[config.mk]
export PLATFORM = sky130hd
export DESIGN_NAME = memory_request_arbiter
export DESIGN_NICKNAME = d
export VERILOG_FILES = /design/src/rtl/memory_request_arbiter.sv
export SDC_FILE = /design/constraint.sdc
export NUM_CORES = 1
export LEC_CHECK = 0
export ABC_AREA = 0
export ABC_CLOCK_PERIOD_IN_PS = 9200
export CAP_MARGIN = 20
export CORE_MARGIN = 2
export CORE_UTILIZATION = 25
export CTS_BUF_LIST = sky130_fd_sc_hd__clkbuf_4 sky130_fd_sc_hd__clkbuf_8 sky130_fd_sc_hd__clkbuf_16
export CTS_CLUSTER_DIAMETER = 200
export DETAILED_ROUTE_END_ITERATION = 10
export PLACE_DENSITY = 0.49
export SYNTH_ARGS = -nofsm -noshare
export SYNTH_HDL_FRONTEND = slang
export SYNTH_SLANG_ARGS = --single-unit
export TNS_END_PERCENT = 50
[constraint.sdc]
create_clock -name clk -period 9.2 [get_ports clk]
set_clock_uncertainty 0.05 [all_clocks]
set_input_delay 0.92 -clock clk [delete_from_list [all_inputs] [get_ports clk]]
set_output_delay 0.92 -clock clk [all_outputs]
set_load 0.02 [all_outputs]
[src/rtl/memory_request_arbiter.sv]
// Round-robin / strict-priority arbiter in front of the in-order memory latency injector.
// Tracks per-port outstanding requests and routes in-order responses back through an order FIFO.
module memory_request_arbiter #(
    parameter int NUM_PORTS   = 4,
    parameter int PORT_W      = 2,
    parameter int SIZE_WIDTH  = 16,
    parameter int ORDER_DEPTH = 8,
    parameter int OUT_W       = 4
) (
    input  logic                            clk,
    input  logic                            reset_n,
    input  logic [NUM_PORTS-1:0]            up_req_valid,
    input  logic [NUM_PORTS-1:0]            up_req_is_dram,
    input  logic [NUM_PORTS*SIZE_WIDTH-1:0] up_req_size_bytes,
    output logic [NUM_PORTS-1:0]            up_req_ready,
    output logic [NUM_PORTS-1:0]            up_resp_valid,
    output logic [SIZE_WIDTH-1:0]           up_resp_size_bytes,
    output logic                            mem_req_valid,
    output logic                            mem_req_is_dram,
    output logic [SIZE_WIDTH-1:0]           mem_req_size_bytes,
    input  logic                            mem_req_ready,
    input  logic                            mem_resp_valid,
    input  logic [SIZE_WIDTH-1:0]           mem_resp_size_bytes,
    input  logic                            cfg_enable,
    input  logic                            cfg_prio_en,
    input  logic [PORT_W-1:0]               cfg_prio_port,
    input  logic [OUT_W-1:0]                cfg_max_outstanding,
    output logic [31:0]                     grant_count,
    output logic [31:0]                     order_full_stall_cycles,
    output logic [$clog2(ORDER_DEPTH):0]    outstanding_total,
    output logic                            err_resp_underflow
);
    localparam int AW    = $clog2(ORDER_DEPTH);
    localparam int OCC_W = AW + 1;

    // Handshakes: a transfer happens on a cycle where valid && ready are both high;
    // valid never waits for ready, and a staged mem_req holds all fields until accepted.

    logic [PORT_W-1:0]    rr_ptr;
    logic [PORT_W-1:0]    staged_port;
    logic [OUT_W-1:0]     out_cnt [NUM_PORTS];
    logic [PORT_W-1:0]    fifo_mem [ORDER_DEPTH];
    logic [AW-1:0]        wr_ptr;
    logic [AW-1:0]        rd_ptr;
    logic [OCC_W-1:0]     occ;
    logic                 slot_free;
    logic                 fifo_ok;
    logic                 push;
    logic                 pop;
    logic                 prio_hit;
    logic                 any_grant;
    logic                 stall_cond;
    logic [NUM_PORTS-1:0] cap_ok;
    logic [NUM_PORTS-1:0] eligible;
    logic [NUM_PORTS-1:0] grant;
    logic [PORT_W-1:0]    grant_idx;
    logic [PORT_W-1:0]    head;
    int                   rr_idx;

    assign slot_free = !mem_req_valid || mem_req_ready;
    // The staged request still needs a FIFO slot, so it is reserved ahead of any new grant.
    assign fifo_ok   = (OCC_W'(ORDER_DEPTH) - occ) > OCC_W'(mem_req_valid);
    assign push      = mem_req_valid && mem_req_ready;
    assign pop       = mem_resp_valid && (occ != '0);
    assign head      = fifo_mem[rd_ptr];

    always_comb begin
        for (int i = 0; i < NUM_PORTS; i++) begin
            cap_ok[i] = (cfg_max_outstanding == '0) || (out_cnt[i] < cfg_max_outstanding);
        end
        eligible   = up_req_valid & cap_ok & {NUM_PORTS{cfg_enable && slot_free && fifo_ok && reset_n}};
        stall_cond = cfg_enable && slot_free && !fifo_ok && (|(up_req_valid & cap_ok));
    end

    always_comb begin
        grant     = '0;
        grant_idx = '0;
        prio_hit  = 1'b0;
        any_grant = 1'b0;
        rr_idx    = 0;
        if (cfg_prio_en && (int'(cfg_prio_port) < NUM_PORTS) && eligible[cfg_prio_port]) begin
            prio_hit  = 1'b1;
            any_grant = 1'b1;
            grant_idx = cfg_prio_port;
        end else begin
            for (int k = 0; k < NUM_PORTS; k++) begin
                rr_idx = int'(rr_ptr) + k;
                if (rr_idx >= NUM_PORTS) rr_idx = rr_idx - NUM_PORTS;
                if (!any_grant && eligible[rr_idx]) begin
                    any_grant = 1'b1;
                    grant_idx = PORT_W'(rr_idx);
                end
            end
        end
        if (any_grant) grant[grant_idx] = 1'b1;
    end

    assign up_req_ready      = grant;
    assign outstanding_total = occ;

    always_ff @(posedge clk or negedge reset_n) begin
        if (!reset_n) begin
            mem_req_valid           <= 1'b0;
            mem_req_is_dram         <= 1'b0;
            mem_req_size_bytes      <= '0;
            staged_port             <= '0;
            rr_ptr                  <= '0;
            grant_count             <= '0;
            order_full_stall_cycles <= '0;
        end else begin
            if (any_grant) begin
                mem_req_valid      <= 1'b1;
                mem_req_is_dram    <= up_req_is_dram[grant_idx];
                mem_req_size_bytes <= up_req_size_bytes[grant_idx*SIZE_WIDTH +: SIZE_WIDTH];
                staged_port        <= grant_idx;
                grant_count        <= grant_count + 32'd1;
                if (!prio_hit) begin
                    rr_ptr <= (grant_idx == PORT_W'(NUM_PORTS - 1)) ? '0 : grant_idx + 1'b1;
                end
            end else if (mem_req_ready) begin
                mem_req_valid <= 1'b0;
            end
            if (stall_cond) order_full_stall_cycles <= order_full_stall_cycles + 32'd1;
        end
    end

    always_ff @(posedge clk) begin
        if (push) fifo_mem[wr_ptr] <= staged_port;
    end

    always_ff @(posedge clk or negedge reset_n) begin
        if (!reset_n) begin
            wr_ptr             <= '0;
            rd_ptr             <= '0;
            occ                <= '0;
            up_resp_valid      <= '0;
            up_resp_size_bytes <= '0;
            err_resp_underflow <= 1'b0;
            for (int i = 0; i < NUM_PORTS; i++) out_cnt[i] <= '0;
        end else begin
            if (push) wr_ptr <= wr_ptr + 1'b1;
            if (pop)  rd_ptr <= rd_ptr + 1'b1;
            case ({push, pop})
                2'b10:   occ <= occ + 1'b1;
                2'b01:   occ <= occ - 1'b1;
                default: occ <= occ;
            endcase
            up_resp_valid <= '0;
            if (pop) begin
                up_resp_valid      <= NUM_PORTS'(1) << head;
                up_resp_size_bytes <= mem_resp_size_bytes;
            end
            if (mem_resp_valid && (occ == '0)) err_resp_underflow <= 1'b1;
            // A grant and a response to the same port cancel out.
            for (int i = 0; i < NUM_PORTS; i++) begin
                case ({grant[i], pop && (head == PORT_W'(i))})
                    2'b10:   out_cnt[i] <= out_cnt[i] + 1'b1;
                    2'b01:   out_cnt[i] <= out_cnt[i] - 1'b1;
                    default: out_cnt[i] <= out_cnt[i];
                endcase
            end
        end
    end
endmodule

==> flow_metrics.py, run 1 <==
metrics = {
    "grt": {
        "grt-ovfl-total": 0,
        "grt_use_total": 0.130,
        "grt_util_met3": 0.0407,
        "grt_pass1_vias": 5752,
        "globalRouteMet1Util": 0.165,
        "grt_max_degree": 51,
        "grt.busiest_layer": "met2",
        "use_met2": 0.215,
        "antenna_found_initial": 2,
        "grt_pass1_wl_mm": 31.6,
    },
    "finish": {
        "fill_cells": 2928,
        "design_area_um2": 10700,
        "nNetsFinal": 1050,
        "area_growth_pct": 41.3,
        "drive_gt1_frac": 0.0684,
    },
    "detailed_routing": {
        "ant_nets": 0,
        "totalWireLength_mm": 20.2,
        "drt_first_pass_iters": 4,
        "drtIter0Drc": 251,
        "drc": 0,
        "vias": 5688,
        "wl_per_cell_um": 15.4,
        "via_per_inst": 4.34,
    },
    "setup_path": {
        "critPathMaxFanout": 35,
        "arrival_ns": 5.11,
        "path_class": "input pin to primary output",
        "critPathLaunchType": "input pin",
        "cp-end-kind": "primary output",
        "ff2ff_setup_slack_ns": 4.47,
        "cp.required_ns": 8.23,
    },
    "power_and_ir_drop": {
        "sw_frac_of_total": 0.375,
        "pwr-share-seq": 0.358,
        "ir_drop_mv": 0.129,
        "p_leak_uw": 0.00477,
        "cellPowerDensity_nw_per_um2": 257,
        "p_int_uw": 1720,
        "p_clk_frac": 0.255,
        "combinationalPowerShare": 0.387,
        "switching_power_uw": 1030,
    },
    "yosys": {
        "synth.most_common_cell": "dfrtp_1",
        "yosys-top-cells-count": "dfrtp_1 (133), nand2_1 (113), xnor2_1 (59), ha_1 (37), inv_1 (33)",
        "avgSynthCellArea_um2": 10.9,
        "synth-edff-count": 16,
        "synth.yosys.seq_area_share": 0.503,
        "synth_nets": 835,
        "synth.distinct_cells": 49,
        "yosysWarnings": 0,
        "synthCells": 693,
        "synth_top_cell_by_area": "dfrtp_1",
        "synth_top_area_frac": 0.440,
        "synth.area.top_cells": "dfrtp_1 (44%), xnor2_1 (6.8%), edfxtp_1 (6.3%)",
        "async_flop_share": 0.893,
        "synth_area_um2": 7570,
        "ys.flop_type": "dfrtp_1",
        "ys_ff_latch": 149,
    },
    "die": {
        "start_util": 0.255,
        "num_io_pins": 211,
        "rows": 63,
        "core_area_um2": 29700,
        "die_w_um": 178,
        "dieArea_um2": 31700,
        "die_height_um": 178,
    },
    "timing": {
        "tightest_slew_ns": 0.806,
        "fmax_mhz": 165,
        "grt_setup_unrepaired": "no",
        "slew_headroom": 0.462,
        "setup_tns_ns": 0,
        "period_needed_ns": 6.08,
        "drv_slew": 0,
        "setup_violations": 0,
        "fin_crit_sh": 0.660,
        "hold_violations": 0,
    },
    "placement": {
        "hpwl_mm": 14.9,
        "place_congestion": 0.759,
        "dpl_cell_area_um2": 10100,
        "io_buffers": 210,
    },
    "clocking": {
        "clock_path_buffers": 2,
        "worstSkewPairLatency_ns": 0.42,
        "cts_tree": "built",
        "clock-sinks": 149,
        "h-tree-depth": 4,
        "cts_hold_buf": 0,
        "cts.clk_slew.worst_paths_ns": 0.08,
        "root_buffer": "clkbuf_16",
        "cts_inserted_buffers": 17,
        "cts_setup_buffers": 0,
        "cts_resized": 0,
    },
    "worst_hold_path": {
        "hold_path_class": "input pin to asynchronous set/reset pin",
    },
    "run_status": {
        "status": "completed",
    },
    "job": {
        "maxCapViolCount": 0,
    },
}
-- metal layers --
metal / wire length, µm / vias up
li1: - / 2837
met1: 8800 / 2661
met2: 9600 / 174
met3: 1510 / 14
met4: 250 / 2
met5: 12 / -
-- final timing paths --
kind,start,endpoint,cells past startpoint
max in group asynchronous,reset_n,outstanding_total[2],3
max,cfg_max_outstanding[1],up_req_ready[3],15
max reg2reg,outstanding_total[0],out_cnt[3],18
min reg2reg,err_resp_underflow,err_resp_underflow,1
min,reset_n,out_cnt[4],1
min in group clk,err_resp_underflow,err_resp_underflow,1
-- area by class of cell --
type / count / area (µm²) / share of cell area
sequential: 149 / 3810 / 0.356
timing repair buffer: 216 / 2150 / 0.201
clock buffer: 18 / 439 / 0.0410
antenna: 1 / 2.50 / 0.000234
clock inverter: 14 / 156 / 0.0146
tap: 390 / 488 / 0.0456
multi-input combinational: 491 / 3530 / 0.330
inverter: 33 / 124 / 0.0116
-- sequential cells by signal (all words and copies together) (netlist names), 4 cells and up --
register                 flops
mem_req_size_bytes          16
grant_count                 32
up_resp_valid                4
out_cnt                     16
outstanding_total            4
up_resp_size_bytes          16
order_full_stall_cycles     32
fifo_mem                    16
-- stage by stage --
stage / setup WS, ns / std cells / total power (µW) / hold WS (ns) / utilization
3_5_place_dp: 3.13 / 1279 / 2080 / 0.404 / 0.340
6_report: 3.12 / 1312 / 2750 / 0.343 / 0.360
5_1_grt: 2.84 / 1311 / 2970 / 0.358 / 0.360
2_1_floorplan: 4.64 / 693 / 1650 / 0.396 / -
3_3_place_gp: 3.18 / 1279 / 2070 / 0.390 / 0.340
4_1_cts: 3.12 / 1311 / 2800 / 0.346 / 0.360
-- layout by cell type (no fill, tap or decap), drive strengths merged, types with 10 or more instances in the layout --
master,n
nand2,113
inv,42
ha,37
mux2,12
edfxtp,16
clkbuf,18
o21ai,22
a21oi,21
nor3,10
mux2i,28
nand4,10
xor2,28
o22ai,10
nand3,27
dfrtp,133
xnor2,59
nor2,23
and3,18
clkdlybuf4s50,209
-- worst max-delay path, stage by stage --
cell and delay (ns):
clkdlybuf4s50_1 0.50, inv_1 0.12, ha_1 0.32, o211ai_1 0.18, a31oi_1 0.08, o21ai_0 0.49, a211oi_1 0.09, or4_4 0.52
a32oi_4 0.30, buf_4 0.51, inv_1 0.13, ha_1 0.22, nand2_1 0.12, inv_1 0.05, clkdlybuf4s50_1 0.53
-- cell families after synthesis --
group                    count (synthesis)  synth area share
buffers and inverters                   53            0.0329
XOR/XNOR                                87             0.101
adder cells (fa/ha/maj)                 42            0.0744
AND/OR/NAND/NOR                        228             0.143
AO/OA/AOI/OAI                           89            0.0760
flip-flops                             149             0.503
multiplexers                            45            0.0697
-- power by group through the flow --
stage          logic, µW  registers [µW]  clock network [µW]
2_1_floorplan        586            1070                   0
3_3_place_gp        1070             998                   0
3_5_place_dp        1080             997                   0
4_1_cts             1090             989                 730
5_1_grt             1200            1020                 759
6_report            1070             986                 702
No activity file was read; power rests on OpenSTA's default activity.
==> run 2, diff against run 1 <==
--- a/config.mk
+++ b/config.mk
@@ -6,14 +6,14 @@
 export NUM_CORES = 1
 export LEC_CHECK = 0
 export ABC_AREA = 0
-export ABC_CLOCK_PERIOD_IN_PS = 9200
+export ABC_CLOCK_PERIOD_IN_PS = 5450
 export CAP_MARGIN = 20
 export CORE_MARGIN = 2
 export CORE_UTILIZATION = 25
 export CTS_BUF_LIST = sky130_fd_sc_hd__clkbuf_4 sky130_fd_sc_hd__clkbuf_8 sky130_fd_sc_hd__clkbuf_16
 export CTS_CLUSTER_DIAMETER = 200
 export DETAILED_ROUTE_END_ITERATION = 10
-export PLACE_DENSITY = 0.49
+export PLACE_DENSITY = 0.51
 export SYNTH_ARGS = -nofsm -noshare
 export SYNTH_HDL_FRONTEND = slang
 export SYNTH_SLANG_ARGS = --single-unit
==> constraint.sdc (replaced) <==
create_clock -name clk -period 5.45 [get_ports clk]
set_clock_uncertainty 0.05 [all_clocks]
set_input_delay 0.545 -clock clk [delete_from_list [all_inputs] [get_ports clk]]
set_output_delay 0.545 -clock clk [all_outputs]
set_load 0.02 [all_outputs]
==> run 2 against run 1 <==
- first-iteration DRC count fell by 6.0%
- worst hold slack worse by 0.11 ns
- flip-flop and latch count unchanged
- critical path depth decreased by 1
==> flow_metrics.py, run 2 (synthesis results as in run 1) <==
metrics = {
    "die": {
        "start_util": 0.255,
        "rows": 63,
        "core_area_um2": 29700,
        "die_height_um": 178,
        "dieArea_um2": 31700,
        "num_io_pins": 211,
        "die_w_um": 178,
    },
    "grt": {
        "antenna_found_initial": 0,
        "grt-ovfl-total": 0,
        "grt_pass1_vias": 5870,
        "grt_max_degree": 75,
        "grt_pass1_wl_mm": 32.2,
        "grt_use_total": 0.131,
    },
    "setup_path": {
        "worstReg2RegStart": "outstanding_total[0]",
        "critPathLaunchType": "input pin",
        "reg2reg_depth": 18,
        "cp.required_ns": 4.86,
        "worst_r2r_endpoint": "out_cnt[3]",
        "cp-end-kind": "primary output",
        "ff2ff_setup_slack_ns": 1.07,
        "critPathMaxFanout": 12,
        "path_class": "input pin to primary output",
        "crit_end": "up_req_ready[3]",
        "critPathLaunch": "cfg_max_outstanding[1]",
        "arrival_ns": 4.25,
    },
    "timing": {
        "period_needed_ns": 4.85,
        "fmax_mhz": 206,
        "setup_violations": 0,
        "drv_slew": 0,
        "setup_tns_ns": 0,
        "tightest_slew_ns": 0.786,
        "slew_headroom": 0.476,
        "fin_worst_hold_slack_ns": 0.236,
        "grt_setup_unrepaired": "no",
        "timing.final.ws_setup_ns": 0.600,
        "hold_violations": 0,
        "fin_crit_sh": 0.890,
    },
    "finish": {
        "fill_cells": 2953,
        "layout_commonest_cell": "clkdlybuf4s50_1",
        "nNetsFinal": 1053,
        "top_regs": "grant_count: 32 flops, order_full_stall_cycles: 32 flops",
        "area_growth_pct": 41.2,
        "layout_common_cells": "clkdlybuf4s50_1 (209), dfrtp_1 (133), nand2_1 (113), xnor2_1 (59), ha_1 (37)",
        "drive_gt1_frac": 0.0714,
        "diodes": 0,
    },
    "detailed_routing": {
        "vias": 5774,
        "drt_first_pass_iters": 4,
        "via_per_inst": 4.39,
        "drc": 0,
        "wl_per_cell_um": 15.4,
        "totalWireLength_mm": 20.2,
        "drtIter0Drc": 236,
        "ant_nets": 0,
    },
    "clocking": {
        "cts_inserted_buffers": 17,
        "cts_tree": "built",
        "h-tree-depth": 4,
        "cts.clk_slew.worst_paths_ns": 0.08,
        "root_buffer": "clkbuf_16",
        "cts_hold_buf": 0,
        "worstSkewPairLatency_ns": 0.42,
        "clock_path_buffers": 2,
        "clock-sinks": 149,
        "cts_resized": 0,
        "cts_setup_buffers": 0,
    },
    "job": {
        "maxCapViolCount": 0,
    },
    "placement": {
        "place_congestion": 0.759,
        "hpwl_mm": 15.0,
        "place_ws_ns": 0.540,
        "io_buffers": 210,
    },
    "power_and_ir_drop": {
        "cellPowerDensity_nw_per_um2": 432,
        "ir_drop_mv": 0.207,
        "p_leak_uw": 0.00478,
        "total_power_uw": 4620,
    },
    "run_status": {
        "status": "completed",
    },
    "worst_hold_path": {
        "hold_path_class": "input pin to asynchronous set/reset pin",
    },
}
==> run 2: worst min-delay path by stage <==
stage	to	from	depth (start not counted)	slack [ns]
6_report	mem_req_size_bytes[0]	reset_n	2	0.24
5_1_grt	grant_count[6]	reset_n	2	0.31
4_1_cts	grant_count[26]	reset_n	2	0.28
3_5_place_dp	err_resp_underflow	err_resp_underflow	1	0.39
3_3_place_gp	err_resp_underflow	err_resp_underflow	1	0.39
2_1_floorplan	err_resp_underflow	reset_n	0	0.20
==> run 2: area by class of cell <==
type,instances,area [µm²],area share
Multi-Input combinational cell,491,3530,0.330
Inverter,33,124,0.0116
Clock inverter,15,134,0.0125
Clock buffer,17,425,0.0398
Tap cell,390,488,0.0456
Timing Repair Buffer,219,2180,0.204
Sequential cell,149,3810,0.356
==> run 2: routing by layer <==
layer / global-route usage / vias up / wire, µm
met3: 0.0422 / 13 / 1550
met4: 0.0335 / 0 / 204
met5: 0 / - / 0
li1: - / 2847 / -
met2: 0.217 / 179 / 9650
met1: 0.165 / 2735 / 8830
==> run 2: power breakdown <==
group | switching, µW | leakage (µW) | total [µW] | internal, µW
Sequential | 267 | 0.00185 | 1670 | 1400
Combinational | 934 | 0.00265 | 1810 | 880
Clock | 527 | 0.000281 | 1130 | 604
Total | 1730 | 0.00478 | 4620 | 2890
==> run 2: through the flow <==
stage / cell area, µm² / std cells / util
floorplan: 7570 / 693 / -
global placement: 10100 / 1281 / 0.340
detailed placement: 10100 / 1281 / 0.340
CTS: 10700 / 1313 / 0.359
global route: 10700 / 1314 / 0.360
finish: 10700 / 1314 / 0.360
==> run 2: worst max-delay path, stage by stage <==
cell,delay (ns)
clkdlybuf4s50_1,0.50
inv_1,0.12
ha_1,0.31
o211ai_1,0.19
a31oi_1,0.07
o21ai_0,0.48
mux4_2,0.38
and4_1,0.21
a31oi_2,0.05
inv_1,0.34
ha_1,0.24
nand2_1,0.11
inv_1,0.09
clkdlybuf4s50_1,0.60
==> run 3, diff against run 2 <==
--- a/config.mk
+++ b/config.mk
@@ -10,9 +10,10 @@
 export CAP_MARGIN = 20
 export CORE_MARGIN = 2
 export CORE_UTILIZATION = 25
-export CTS_BUF_LIST = sky130_fd_sc_hd__clkbuf_4 sky130_fd_sc_hd__clkbuf_8 sky130_fd_sc_hd__clkbuf_16
+export CTS_BUF_LIST = sky130_fd_sc_hd__clkbuf_2
 export CTS_CLUSTER_DIAMETER = 200
 export DETAILED_ROUTE_END_ITERATION = 10
+export MAX_ROUTING_LAYER = met4
 export PLACE_DENSITY = 0.51
 export SYNTH_ARGS = -nofsm -noshare
 export SYNTH_HDL_FRONTEND = slang
==> run 3 against run 2 <==
- core utilization down 1.1 points
- global-route usage up 0.35 points
- critical path type is now flop to primary output
- largest power group unchanged
- critical path depth down 2
- highest routed layer unchanged
- via count up 0.16%
- clock power down 45%
- sequential power about the same
==> flow_metrics.py, run 3 (synthesis results as in run 1) <==
metrics = {
    "run_status": {
        "status": "completed",
    },
    "timing": {
        "drv_slew": 0,
        "fmax_mhz": 207,
        "fin_crit_sh": 0.886,
        "slew_headroom": 0.480,
        "period_needed_ns": 4.83,
        "tightest_slew_ns": 0.779,
        "timing.final.ws_setup_ns": 0.621,
        "setup_tns_ns": 0,
        "setup_violations": 0,
        "hold_violations": 0,
        "grt_setup_unrepaired": "no",
    },
    "die": {
        "num_io_pins": 211,
        "die_height_um": 178,
        "dieArea_um2": 31700,
        "rows": 63,
        "die_w_um": 178,
        "core_area_um2": 29700,
        "start_util": 0.255,
    },
    "placement": {
        "dp_cells": 1281,
        "dpl_cell_area_um2": 10100,
        "place_ws_ns": 0.540,
        "hpwl_mm": 15.0,
        "place_congestion": 0.769,
        "io_buffers": 210,
    },
    "setup_path": {
        "arrival_ns": 4.23,
        "cp.required_ns": 4.86,
        "path_class": "flop to primary output",
        "cp-end-kind": "primary output",
        "critPathLaunchType": "flop",
        "critPathMaxFanout": 12,
    },
    "detailed_routing": {
        "vias": 5783,
        "drtIter0Drc": 245,
        "drt_first_pass_iters": 5,
        "drc": 0,
        "totalWireLength_mm": 20.2,
        "wl_per_cell_um": 15.4,
        "ant_nets": 0,
        "via_per_inst": 4.39,
    },
    "grt": {
        "antenna_found_initial": 1,
        "grt-ovfl-total": 0,
        "grt_pass1_wl_mm": 32.0,
        "grt_max_degree": 75,
        "grt_use_total": 0.135,
        "grt_pass1_vias": 5859,
    },
    "finish": {
        "design_area_um2": 10400,
        "nNetsFinal": 1054,
        "layout_commonest_cell": "clkdlybuf4s50_1",
        "fill_cells": 2984,
        "drive_gt1_frac": 0.0724,
        "layout_common_cells": "clkdlybuf4s50_1 (209), dfrtp_1 (133), nand2_1 (113), xnor2_1 (59), ha_1 (37)",
        "stdcell_count": 1316,
        "top_regs": "grant_count: 32 flops, order_full_stall_cycles: 32 flops",
        "area_growth_pct": 37.0,
        "final-seq-area_um2": 3810,
        "multiInputGateArea_um2": 3540,
    },
    "job": {
        "maxCapViolCount": 0,
    },
    "clocking": {
        "h-tree-depth": 4,
        "cts_inserted_buffers": 17,
        "cts_tree": "built",
        "root_buffer": "clkbuf_2",
        "clock-sinks": 149,
        "cts_setup_buffers": 0,
        "clock_path_buffers": 2,
        "worstSkewPairLatency_ns": 0.74,
        "cts.clk_slew.worst_paths_ns": 0.28,
    },
    "power_and_ir_drop": {
        "cellPowerDensity_nw_per_um2": 396,
        "p_leak_uw": 0.00465,
        "ir_drop_mv": 0.132,
    },
    "worst_hold_path": {
        "hold_path_class": "input pin to flop",
    },
}
run 3: cell types whose count changed in the layout (fill, tap and decap cells not counted), sizes merged:
cell	previous run	this run
diode	0	1
dlygate4sd3	0	1
run 3: per-layer routing:
metal  track usage  vias to the layer above  part of all wire
li1              -                     2849                 -
met1         0.167                     2735              0.44
met2         0.216                      189              0.48
met3        0.0394                       10             0.072
met4        0.0335                        0            0.0088
met5             -                        -                 0
run 3: area by class of cell:
class | instances | share of cell area
flip-flops and latches | 149 | 0.367
well taps | 390 | 0.0470
inverters | 33 | 0.0119
repair buffers | 220 | 0.211
clock inverters | 15 | 0.0129
multi-input cells | 491 | 0.341
clock buffers | 17 | 0.00820
diodes | 1 | 0.000241
run 3: critical path: stages (launching register included):
cell and delay [ns]:
dfrtp_1 0.49, ha_1 0.29, o211ai_1 0.17, a31oi_1 0.08, o21ai_0 0.48, mux4_2 0.39, and4_1 0.21, a31oi_2 0.05
inv_1 0.33, ha_1 0.24, nand2_1 0.11, inv_1 0.09, clkdlybuf4s50_1 0.60
run 3: final timing paths:
path | to | depth (start not counted) | from | slack, ns
max in group asynchronous | out_cnt[5] | 5 | reset_n | 3.58
worst min-delay path | up_resp_size_bytes[5] | 3 | mem_resp_size_bytes[5] | 0.28
worst min register to register | order_full_stall_cycles[31] | 1 | order_full_stall_cycles[31] | 0.44
worst max-delay path | up_req_ready[3] | 12 | out_cnt[9] | 0.62
worst max register to register | out_cnt[3] | 17 | out_cnt[9] | 1.26
min in group asynchronous | mem_req_size_bytes[0] | 3 | reset_n | 0.48
run 3: report_power, final:
group          leakage, µW  switching, µW  internal (µW)
clock network     0.000142            475            143
logic              0.00265            939            882
registers          0.00185            268           1400
total              0.00465           1680           2430
run 3: what timing repair did:
item / in CTS / in global routing
gates resized for setup: 0 / 1
hold buffers: 1 / 0
setup endpoints to repair: 0 / 1
endpoints found under the hold margin: 59 / 0
run 3: through the flow:
stage	util	hold slack, ns	power (µW)
after floorplan	-	0.199	2790
after global placement	0.340	0.393	3500
after detailed placement	0.340	0.394	3530
after CTS	0.348	0.161	4180
after global routing	0.349	0.126	4470
final	0.349	0.283	4110
